[src/rtl/wb_scoreboard.sv]
// Per-register write scoreboard for the 5-stage pipeline; drives the ID-stage freeze.
// Optional macro FORWARDING_EN: hazard comes from a one-entry load tag instead of the counters.
module wb_scoreboard #(
  parameter int NREG   = 32,
  parameter int CNT_W  = 2,
  parameter int PERF_W = 16
) (
  input  logic              clk,
  input  logic              rst_n,
  input  logic              issue_valid,
  input  logic              issue_wb_en,
  input  logic              issue_mem_r_en,
  input  logic [4:0]        issue_dest,
  input  logic [4:0]        src1,
  input  logic [4:0]        src2,
  input  logic              src2_valid,
  input  logic              retire_valid,
  input  logic [4:0]        retire_dest,
  output logic              hazard,
  output logic              busy,
  output logic              err_overflow,
  output logic              err_underflow,
  output logic [PERF_W-1:0] stall_cycles
);

  localparam logic [CNT_W-1:0] CNT_MAX = '1;

  // Issue is taken only while ID is not frozen; the bubble carries no write.
  // Retire is a one-cycle strobe from WB with no back-pressure.
  logic [CNT_W-1:0] cnt [NREG];
  logic             accept;
  logic             rel;
  logic [NREG-1:0]  inc_vec;
  logic [NREG-1:0]  dec_vec;
  logic [NREG-1:0]  nz_vec;
  logic             ovf_hit;
  logic             unf_hit;

  always_comb begin
    accept = issue_valid && issue_wb_en && !hazard && (issue_dest != 5'd0);
    rel    = retire_valid && (retire_dest != 5'd0);
  end

  always_comb begin
    inc_vec = '0;
    dec_vec = '0;
    nz_vec  = '0;
    ovf_hit = 1'b0;
    unf_hit = 1'b0;
    for (int r = 1; r < NREG; r++) begin
      inc_vec[r] = accept && (issue_dest == 5'(r));
      dec_vec[r] = rel && (retire_dest == 5'(r));
      nz_vec[r]  = (cnt[r] != '0);
      if (inc_vec[r] && !dec_vec[r] && (cnt[r] == CNT_MAX)) ovf_hit = 1'b1;
      if (dec_vec[r] && !inc_vec[r] && (cnt[r] == '0))      unf_hit = 1'b1;
    end
    busy = |nz_vec;
  end

  // Simultaneous issue and retire on one register cancel out.
  always_ff @(posedge clk or negedge rst_n) begin
    if (!rst_n) begin
      for (int r = 0; r < NREG; r++) cnt[r] <= '0;
      err_overflow  <= 1'b0;
      err_underflow <= 1'b0;
    end else begin
      for (int r = 1; r < NREG; r++) begin
        if (inc_vec[r] && !dec_vec[r] && (cnt[r] != CNT_MAX))
          cnt[r] <= cnt[r] + 1'b1;
        else if (dec_vec[r] && !inc_vec[r] && (cnt[r] != '0))
          cnt[r] <= cnt[r] - 1'b1;
      end
      if (ovf_hit) err_overflow  <= 1'b1;
      if (unf_hit) err_underflow <= 1'b1;
    end
  end

  always_ff @(posedge clk or negedge rst_n) begin
    if (!rst_n)
      stall_cycles <= '0;
    else if (hazard && (stall_cycles != '1))
      stall_cycles <= stall_cycles + 1'b1;
  end

`ifdef FORWARDING_EN
  // Only a load feeding the very next instruction stalls; the bubble clears the tag.
  logic       ld_v;
  logic [4:0] ld_dest;

  always_ff @(posedge clk or negedge rst_n) begin
    if (!rst_n) begin
      ld_v    <= 1'b0;
      ld_dest <= 5'd0;
    end else begin
      ld_v    <= accept && issue_mem_r_en;
      ld_dest <= issue_dest;
    end
  end

  always_comb begin
    hazard = ld_v && (ld_dest != 5'd0) &&
             ((src1 == ld_dest) || (src2_valid && (src2 == ld_dest)));
  end
`else
  logic unused_mem_r_en;
  logic pend1;
  logic pend2;

  assign unused_mem_r_en = issue_mem_r_en;

  // A same-cycle WB write to the source register counts as already released.
  always_comb begin
    pend1  = (src1 != 5'd0) &&
             (cnt[src1] > {{(CNT_W-1){1'b0}}, (rel && (retire_dest == src1))});
    pend2  = (src2 != 5'd0) &&
             (cnt[src2] > {{(CNT_W-1){1'b0}}, (rel && (retire_dest == src2))});
    hazard = pend1 || (src2_valid && pend2);
  end
`endif

endmodule

[config.mk]
export PLATFORM = sky130hd
export DESIGN_NAME = wb_scoreboard
export DESIGN_NICKNAME = d
export VERILOG_FILES = /design/src/rtl/wb_scoreboard.sv
export SDC_FILE = /design/constraint.sdc
export NUM_CORES = 1
export LEC_CHECK = 0
export ABC_AREA = 1
export BUFFER_PORTS_ARGS = -buffer_cell sky130_fd_sc_hd__buf_2
export CAP_MARGIN = 20
export CORE_MARGIN = 2
export CORE_UTILIZATION = 45
export DETAILED_ROUTE_END_ITERATION = 8
export GPL_ROUTABILITY_DRIVEN = 1
export MAX_ROUTING_LAYER = met4
export PLACE_DENSITY = 0.66
export SYNTH_ARGS = -nofsm -noshare
export SYNTH_HDL_FRONTEND = slang
export SYNTH_SLANG_ARGS = --single-unit
[constraint.sdc]
create_clock -name clk -period 6.5 [get_ports clk]
set_input_delay 0.325 -clock clk [delete_from_list [all_inputs] [get_ports clk]]
set_output_delay 0.325 -clock clk [all_outputs]
set_load 0.005 [all_outputs]
=== Word-level counts from Yosys, hierarchy flattened ===
Index checks and enable logic that the tools add are counted.

* Word-level logic and storage cells: 780
* Output and inout port bits: 20
* Input bits: 27
* Flip-flop bits (word level): 80

* Equality and inequality tests: 127
* Add/subtract/negate cells: 63
* $lt $le $gt $ge: 4
* Muxes and demuxes: 130
* Reduce and logical (&&, ||, !) cells: 420
* Bitwise gates (word level): 2

{| class="wikitable"
|+ Operators with widths
! operator !! number
|-
| logical AND 1 bit || 258
|-
| == test 5 bit, second input constant || 32
|-
| 2-to-1 mux 2 bit || 66
|-
| nonzero test 2 bit || 62
|-
| == test 5 x 4 -> 1 bit, second input constant || 16
|-
| logical NOT 1 bit || 63
|-
| adder 2 x 1 -> 2 bit, second input constant || 31
|-
| == test 2 bit, second input constant || 31
|-
| logical NOT 2 bit || 31
|-
| 2-to-1 mux 1 bit || 62
|-
| inequality test 2 bit, second input constant || 31
|-
| subtractor 2 x 1 -> 2 bit, second input constant || 31
|-
| == test 5 x 3 -> 1 bit, second input constant || 8
|-
| OR reduction 31 bit || 1
|-
| binary-select mux 2 bit (select 5 bit) || 2
|-
| == test 5 x 2 -> 1 bit, second input constant || 4
|-
| nonzero test 5 bit || 4
|-
| adder 16 x 1 -> 16 bit, second input constant || 1
|-
| inequality test 16 bit, second input constant || 1
|-
| >= comparator 6 bit, second input constant || 2
|-
| NOT 5 -> 6 bit || 2
|-
| == test 5 x 1 -> 1 bit, second input constant || 2
|-
| == test 5 bit || 2
|-
| greater-than comparator 2 x 1 -> 1 bit || 2
|-
| logical OR 1 bit || 1
|}

=== Depth between registers and ports, before layout ===
Gate-level depths: netlist (run 1).

* Word-level depth: 46
* Gate-level depth with buffers: 24
* Gate-level depth less buffers: 20

=== Worst setup path after synthesis (run 1) ===
Ideal clock, no wire load.

* Kind: input to register
* From: input src2[0]
* To: register stall_cycles[15]
* Library setup time: 0.123 ns
* Buffers on the path: 3
* Arrival time: 2.962 ns
* Cell stages on the path: 20
* Data required time: 6.377 ns
* Path slack: 3.415 ns
* Cells stage by stage: buf_4 -> buf_4 -> clkbuf_1 -> a21oi_1 -> o21ai_0 -> o21ai_0 -> o211ai_1 -> a21oi_1 -> a311oi_1 -> ha_1 -> or2_2 -> nand3_2 -> nand2_4 -> nand2_2 -> nand2_2 -> nor2_2 -> nand2_2 -> nor3_2 -> nand2_1 -> xnor2_1

* Word-level cells in the longest chain between the ends: 9
* Elaborated cells between the ends (all ways): 12
* Those cells by class: 1 x order compare; 1 x eq/ne; 3 x mux; 1 x bitwise; 6 x reduce/logical

{| class="wikitable"
|+ Ends and longest elaborated chain
! item !! line !! RTL
|-
| start, declared || 15 || <nowiki>input logic [4:0] src2,</nowiki>
|-
| NOT 5 -> 6 bit (not written as such) || 116 || <nowiki>(cnt[src2] > {{(CNT_W-1){1'b0}}, (rel && (retire_dest == src2))});</nowiki>
|-
| binary-select mux 2 bit (select 5 bit) || 116 ||
|-
| 2-to-1 mux 2 bit (not written as such) (2 in series) || 116 ||
|-
| greater-than comparator 2 x 1 -> 1 bit || 116 ||
|-
| logical AND 1 bit (*) || 115 || <nowiki>pend2 = (src2 != 5'd0) &&</nowiki>
|-
| logical AND 1 bit (*) || 117 || <nowiki>hazard = pend1 || (src2_valid && pend2);</nowiki>
|-
| logical OR 1 bit (*) || 117 ||
|-
| via hazard || 19 || <nowiki>output logic hazard,</nowiki>
|-
| logical AND 1 bit (*) || 81 || <nowiki>else if (hazard && (stall_cycles != '1))</nowiki>
|-
| end signal, assigned || 82 || <nowiki>stall_cycles <= stall_cycles + 1'b1;</nowiki>
|-
| end, declared || 23 || <nowiki>output logic [PERF_W-1:0] stall_cycles</nowiki>
|}

The timed path passes the listed nets; every way through them passes the cells marked *. The select of a mux whose other input is x is not followed.
A chain may end at the register's enable or synchronous reset.

=== Worst setup path after layout (run 1) ===
* From: input src2[0]
* To: register err_underflow

* Word-level cells in the longest chain between the ends: 46
* Elaborated cells between the ends (all ways): 169
* Those cells by class: 1 x order compare; 1 x eq/ne; 34 x mux; 1 x bitwise; 132 x reduce/logical

{| class="wikitable"
|+ Ends and longest elaborated chain
! item !! line !! RTL
|-
| NOT 5 -> 6 bit (not written as such) || 116 ||
|-
| binary-select mux 2 bit (select 5 bit) || 116 ||
|-
| 2-to-1 mux 2 bit (not written as such) (2 in series) || 116 ||
|-
| greater-than comparator 2 x 1 -> 1 bit || 116 ||
|-
| logical AND 1 bit (*) || 115 ||
|-
| logical AND 1 bit (*) || 117 ||
|-
| logical OR 1 bit (*) || 117 ||
|-
| logical NOT 1 bit (*) || 40 || <nowiki>accept = issue_valid && issue_wb_en && !hazard && (issue_dest != 5'd0);</nowiki>
|-
| logical AND 1 bit (*) (2 in series) || 40 ||
|-
| logical AND 1 bit || 51 || <nowiki>inc_vec[r] = accept && (issue_dest == 5'(r));</nowiki>
|-
| logical NOT 1 bit || 55 || <nowiki>if (dec_vec[r] && !inc_vec[r] && (cnt[r] == '0)) unf_hit = 1'b1;</nowiki>
|-
| logical AND 1 bit (2 in series) || 55 ||
|-
| 2-to-1 mux 1 bit (30 in series) || 55 ||
|-
| 2-to-1 mux 1 bit (*) || 55 ||
|-
| end signal, assigned || 65 || <nowiki>err_underflow <= 1'b0;</nowiki>
|-
| end signal, assigned || 74 || <nowiki>if (unf_hit) err_underflow <= 1'b1;</nowiki>
|-
| end, declared || 22 || <nowiki>output logic err_underflow,</nowiki>
|}

Every way passes the cells marked *; elsewhere a longest branch is shown, timed or not. The select of a mux whose other input is x is not followed.

==> qor.csv, run 1 <==
metric,value,unit
DR vias/cell,5.55,
post-DR wirelength/cell,17.7,microns
Fin Clk Skew,0.0108,ns
cell area after synthesis,6880,sq um
Syn Area/Cell,6.10,sq um
Die Area,16300,sq um
number of global-route vias before repair,6727,
PD cells,258,nW/um^2
Sw Ratio,38.9,%
total gr overflow,0,
Slew @ Worst Pin,0.885,ns
CP Launch Type,input port,
Flop pwr share,39.2,%
"flops & latches, synth",80,
"commonest non-fill, non-tap cell in the layout",nand2_1,
Worst-path clk slew,0.07,ns
critical path arrival,4.09,ns
crit share post-route,59.3,%
Leak,3.72,nW
max-slew violations,0,
H-tree levels,3,
Mapped Cells,1128,
maxcap violations,0,
CTS sink cnt,80,
CTS root buf,clkbuf_16,
number of buffers created by CTS,9,
Hold Crit Class,in2async,
headroom to the max-slew limit,41.0,%
via count,7475,
Ports,47,
diodes inserted,0,
Total Routing Usage GR,30.9,%
most frequent cells in the layout,"nand2_1, nor2_1, inv_1, nand3_1, dfrtp_1",
routability cong.,1.03,
# hold bufs at CTS,0,
Longest Clk Path Bufs,2,
Final #Nets,1183,
Int Pwr,0.00119,W
top cell type by total area after synthesis,dfrtp_1,
layout cell share with drive strength beyond 1,7.43,%
syn nets,1158,
Synth async-reset ratio,100,%
Iteration-0 DRC Markers,846,
Worst setup EP type,flip-flop,
Resize count post-CTS,0,
Ys Warns,2,
Clk pwr share,33.2,%
WP data required,6.73,ns
Initial Util,45.6,%
initial antenna violation count,0,
"non-filler cells, final",1346,
Routed WL,23800,microns
net switching power figure,0.000756,W
Post-DP HPWL,18300,microns
Gate power share,27.6,%
final hold viol count,0,
status,"complete, no violations",
core box area,15100,sq um
Residual DRC,0,
# setup viols final,0,
RSZ-0062 raised after global routing,no,
WS Path Type,in2reg,
Inst Count DP,1328,
Yosys cell types,42,
clock latency on the worst-skew pair,0.35,ns
Layout area overhead,9.65,%
Final Core Density,50.0,%
Post-synth EDFFs,0,
antenna-violating nets left,0,
largest net degree at the start of global routing,81,
Initial DRT Pass Iterations,6,
setup TNS,0,ns
TritonCTS clock tree,done,
commonest register cell after synthesis,dfrtp_1,
# fillers,1590,
top-area cell type share of the netlist area,29.1,%
minimum clock period,3.85,ns
CP Max Fanout,37,
register area share after synthesis,29.1,%
Area contributors post-synth,"dfrtp_1, nand2_1, nor2_1",
fmax,260,MHz
row count,45,
first-pass GRT wire length,37300,microns
Die Span Y,128,microns
Die X,128,microns
worst IR drop on VDD,177,uV
port buffer count,45,
post-CTS setup buffers,0,
power groups by stage:
stage               logic (W)  clock network [W]  registers [W]
CTS                  0.000530           0.000654       0.000760
global route         0.000594           0.000674       0.000779
global placement     0.000522                  0       0.000765
detailed placement   0.000526                  0       0.000768
floorplan            0.000351                  0       0.000714
finish               0.000537           0.000646       0.000763
cells in the mapped netlist, types with 5 or more instances:
master / count
nand2_1: 304
o22ai_1: 7
xnor2_1: 8
o21ai_1: 10
a21oi_1: 41
buf_6: 5
inv_1: 129
nand3_1: 99
buf_4: 11
xor2_1: 40
dfrtp_1: 80
o21ai_0: 77
nand4_1: 46
nor2_1: 203
clkbuf_1: 10
buf_2: 6
per-layer routing:
| metal | track usage (%) | wire length, microns | up-vias | share of wire (%) |
|---|---|---|---|---|
| met3 | 4.01 | 1850 | 49 | 7.8 |
| met4 | 11.7 | 854 | 0 | 3.6 |
| met1 | 43.4 | 10900 | 3414 | 46 |
| met5 | - | 0 | - | 0 |
| li1 | - | - | 3689 | - |
| met2 | 45.7 | 10200 | 323 | 43 |
kinds of logic (layout without fill, tap and decap cells):
logic type / Yosys count / count (layout) / share of synthesized area [%]
flops: 80 / 80 / 29.1
fa+ha+maj: 3 / 3 / 0.545
simple gates: 677 / 677 / 41.8
compound gates: 151 / 151 / 11.9
xor+xnor: 48 / 48 / 6.11
buf+inv: 169 / 199 / 10.6
path summary, 6_finish.rpt:
path	from	endpoint	slack (ns)	cells after the start
worst min register to register	stall_cycles[4]	stall_cycles[4]	0.50	1
worst max register to register	cnt[42]	err_underflow	2.93	17
min in group clk	stall_cycles[4]	stall_cycles[4]	0.50	1
worst max-delay path	src2[0]	err_underflow	2.65	20
max in group asynchronous	rst_n	cnt[55]	5.45	3
worst min-delay path	rst_n	cnt[30]	0.43	2
sequential cells by signal, summed over array words and instances (netlist names):
register,count
cnt,62
stall_cycles,16
err_underflow,1
err_overflow,1
metrics by stage:
stage               setup WS, ns  area [sq um]  total power (W)  hold slack (ns)
finish                      2.65          7550          0.00195            0.434
global route                2.34          7550          0.00205            0.471
CTS                         2.68          7510          0.00194            0.212
detailed placement          2.33          7140          0.00129            0.491
global placement            2.31          7140          0.00129            0.480
floorplan                   3.41          6880          0.00106           0.0294
area by class of cell:
cell class | count | area, sq um | share of cell area [%]
inverter | 136 | 518 | 6.86
multi-input combinational | 879 | 4150 | 55.0
sequential | 80 | 2000 | 26.5
tap | 188 | 235 | 3.12
clock buffer | 9 | 225 | 2.98
timing repair buffer | 47 | 265 | 3.51
clock inverter | 7 | 149 | 1.97
critical path, stage by stage:
cell and delay, ns:
buf_2 0.50, inv_2 0.41, nor2_1 0.17, o21ai_0 0.19, o211ai_1 0.21, a21oi_1 0.09
a311oi_1 0.27, ha_1 0.19, or2_2 0.11, nand3_2 0.09, nand2_4 0.28, nand3_4 0.22
inv_4 0.26, nand2_1 0.12, nand3_1 0.09, nand2_1 0.06, nor2_1 0.10, nand2_1 0.11
nor2_1 0.17, nand2_1 0.08
(Power assumes the default switching activity.)
==> run 2: changes to the inputs <==
--- a/config.mk
+++ b/config.mk
@@ -5,7 +5,7 @@
 export SDC_FILE = /design/constraint.sdc
 export NUM_CORES = 1
 export LEC_CHECK = 0
-export ABC_AREA = 1
+export ABC_AREA = 0
 export BUFFER_PORTS_ARGS = -buffer_cell sky130_fd_sc_hd__buf_2
 export CAP_MARGIN = 20
 export CORE_MARGIN = 2
==> constraint.sdc (replaced) <==
create_clock -name clk -period 4 [get_ports clk]
set_input_delay 0.2 -clock clk [delete_from_list [all_inputs] [get_ports clk]]
set_output_delay 0.2 -clock clk [all_outputs]
set_load 0.005 [all_outputs]
==> run 2 against run 1 <==
Critical path depth is 8 lower. Clock power is 37% higher. The flow now finishes with violations (setup timing). Largest power group is now combinational logic. Worst setup slack worse by 2.7 ns.
==> qor.csv, run 2 <==
metric,value,unit
Post-DP HPWL,21600,microns
diodes inserted,0,
most frequent cell after synthesis,nand2_1,
Commonest cells post-synth,"nand2_1, dfrtp_1, nor2_1, o21ai_0, a21oi_1",
Ys Warns,2,
Residual DRC,0,
port buffer count,45,
H-tree levels,3,
biggest registers after layout,"cnt x62, stall_cycles x16",
# fillers,1327,
overall power,0.00342,W
largest net degree at the start of global routing,53,
placed instance area,8140,sq um
WS Path Type,reg2reg,
WP data required,4.22,ns
post-DR wirelength/cell,23.6,microns
critical path arrival,4.27,ns
maxcap violations,0,
Initial Util,46.4,%
most frequent cells in the layout,"buf_4, nand2_1, dfrtp_1, nor2_1",
antenna-violating nets left,0,
CP Launch Type,flip-flop,
syn nets,850,
worst IR drop on VDD,340,uV
M2 GR Usage,53.3,%
dpl ws,-0.135,ns
Yosys cell types,78,
crit share post-route,101,%
headroom to the max-slew limit,25.8,%
Top delay family on crit path,compound AO/OA/AOI/OAI gates,
Leak,3.71,nW
Layout area overhead,27.0,%
total gr overflow,0,
Final Worst Setup Slack,-0.0460,ns
core box area,14600,sq um
crit-path cells,mux4_2 -> mux4_2 -> mux2i_1 -> ha_2 -> o21ai_1 -> a2111o_1 -> a211o_1 -> nor2_4 -> a21oi_1 -> a2111o_1 -> nor4_4 -> nand4_1,
"non-filler cells, final",1164,
Total Routing Usage GR,35.8,%
status,"finished, violations left",
fmax,247,MHz
Syn Area/Cell,8.29,sq um
via count,7625,
Hold Crit Class,in2async,
max-slew violations,0,
commonest register cell after synthesis,dfrtp_1,
number of global-route vias before repair,7267,
routability cong.,1.08,
PD cells,396,nW/um^2
TritonCTS clock tree,done,
met1 usage,47.2,%
failing checks,setup timing,
Post-synth EDFFs,0,
"slowest stage delay, CP",0.50,ns
Largest Register,cnt,
CP bufs+invs,0,
Fin Clk Skew,0.0136,ns
Routed WL,27400,microns
minimum clock period,4.05,ns
worst r2r src,cnt[54],
CTS sink cnt,80,
row count,44,
RSZ-0062 raised after global routing,yes,
busiest grt layer,met2,
register area share after synthesis,29.4,%
Worst-path clk slew,0.07,ns
Mapped Cells,820,
Inst Count DP,1144,
first-pass GRT wire length,42300,microns
Slew @ Worst Pin,1.10,ns
clock latency on the worst-skew pair,0.36,ns
GRT met3 Usage,7.04,%
Synth async-reset ratio,100,%
"flops & latches, synth",80,
Iteration-0 DRC Markers,1084,
top cell type by total area after synthesis,dfrtp_1,
top-area cell type share of the netlist area,29.4,%
cell area after synthesis,6800,sq um
CP Max Fanout,4,
CTS root buf,clkbuf_16,
fin area,8640,sq um
Final #Nets,1005,
number of buffers created by CTS,9,
Die Area,16100,sq um
Worst setup EP type,flip-flop,
Die Span Y,127,microns
setup TNS,-0.0460,ns
"commonest non-fill, non-tap cell in the layout",buf_4,
CP startpoint,cnt[54],
Die X,127,microns
CP max stage cell,mux4_2,
Initial DRT Pass Iterations,8,
Area contributors post-synth,"dfrtp_1, mux4_2, nand2_1",
max reg flops,62,
Longest Clk Path Bufs,2,
final hold viol count,0,
layout cell share with drive strength beyond 1,29.5,%
Ports,47,
# setup viols final,1,
initial antenna violation count,0,
DR vias/cell,6.55,
==> run 2: metrics by stage <==
step | util, % | hold slack, ns
2_1_floorplan | - | -0.0956
3_3_place_gp | 55.6 | 0.300
3_5_place_dp | 55.6 | 0.299
4_1_cts | 57.9 | 0.468
5_1_grt | 59.0 | 0.504
6_report | 59.0 | 0.446
==> run 2: final timing paths <==
path                       slack (ns)  cells past startpoint              end
max                             -0.05                     12    err_underflow
min                              0.45                      2          cnt[59]
max reg2reg                     -0.05                     12    err_underflow
min reg2reg                      0.49                      1  stall_cycles[8]
max in group asynchronous        2.66                      3          cnt[51]
min in group clk                 0.49                      1  stall_cycles[8]
==> run 2: logic make-up after synthesis <==
logic type      share of synthesized area, %
flops                                   29.4
xor+xnor                                3.09
mux                                     13.1
simple gates                            28.4
buf+inv                                 5.24
compound gates                          20.2
fa+ha+maj                              0.552
==> run 2: power breakdown <==
part / switching (W) / internal, W
sequential: 0.000231 / 0.000969
clock: 0.000378 / 0.000507
combinational: 0.000685 / 0.000652
total: 0.00129 / 0.00213
==> run 2: final cells by class <==
cell class	instances	area, sq um	share of cell area (%)
clock buffers	11	243	2.81
clock inverters	5	63.8	0.739
inverters	29	109	1.26
multi-input cells	659	4600	53.2
flip-flops and latches	80	2000	23.2
well taps	184	230	2.66
repair buffers	196	1390	16.1
==> run 2: layer usage <==
metal  up-vias  part of all wire (%)
met5         -                     0
met4         0                   5.3
met3       111                   9.7
met2       471                    43
met1      3630                    42
li1       3413                     -
==> run 2: what timing repair did <==
item                                    4_1_cts  5_1_grt
hold buffers                                  1        0
gates resized for setup                       2       33
pin swaps                                     1        6
endpoints found under the setup margin        6       32
cloned                                        0        0
setup buffers                                 2        1
hold endpoints to repair                     51        0
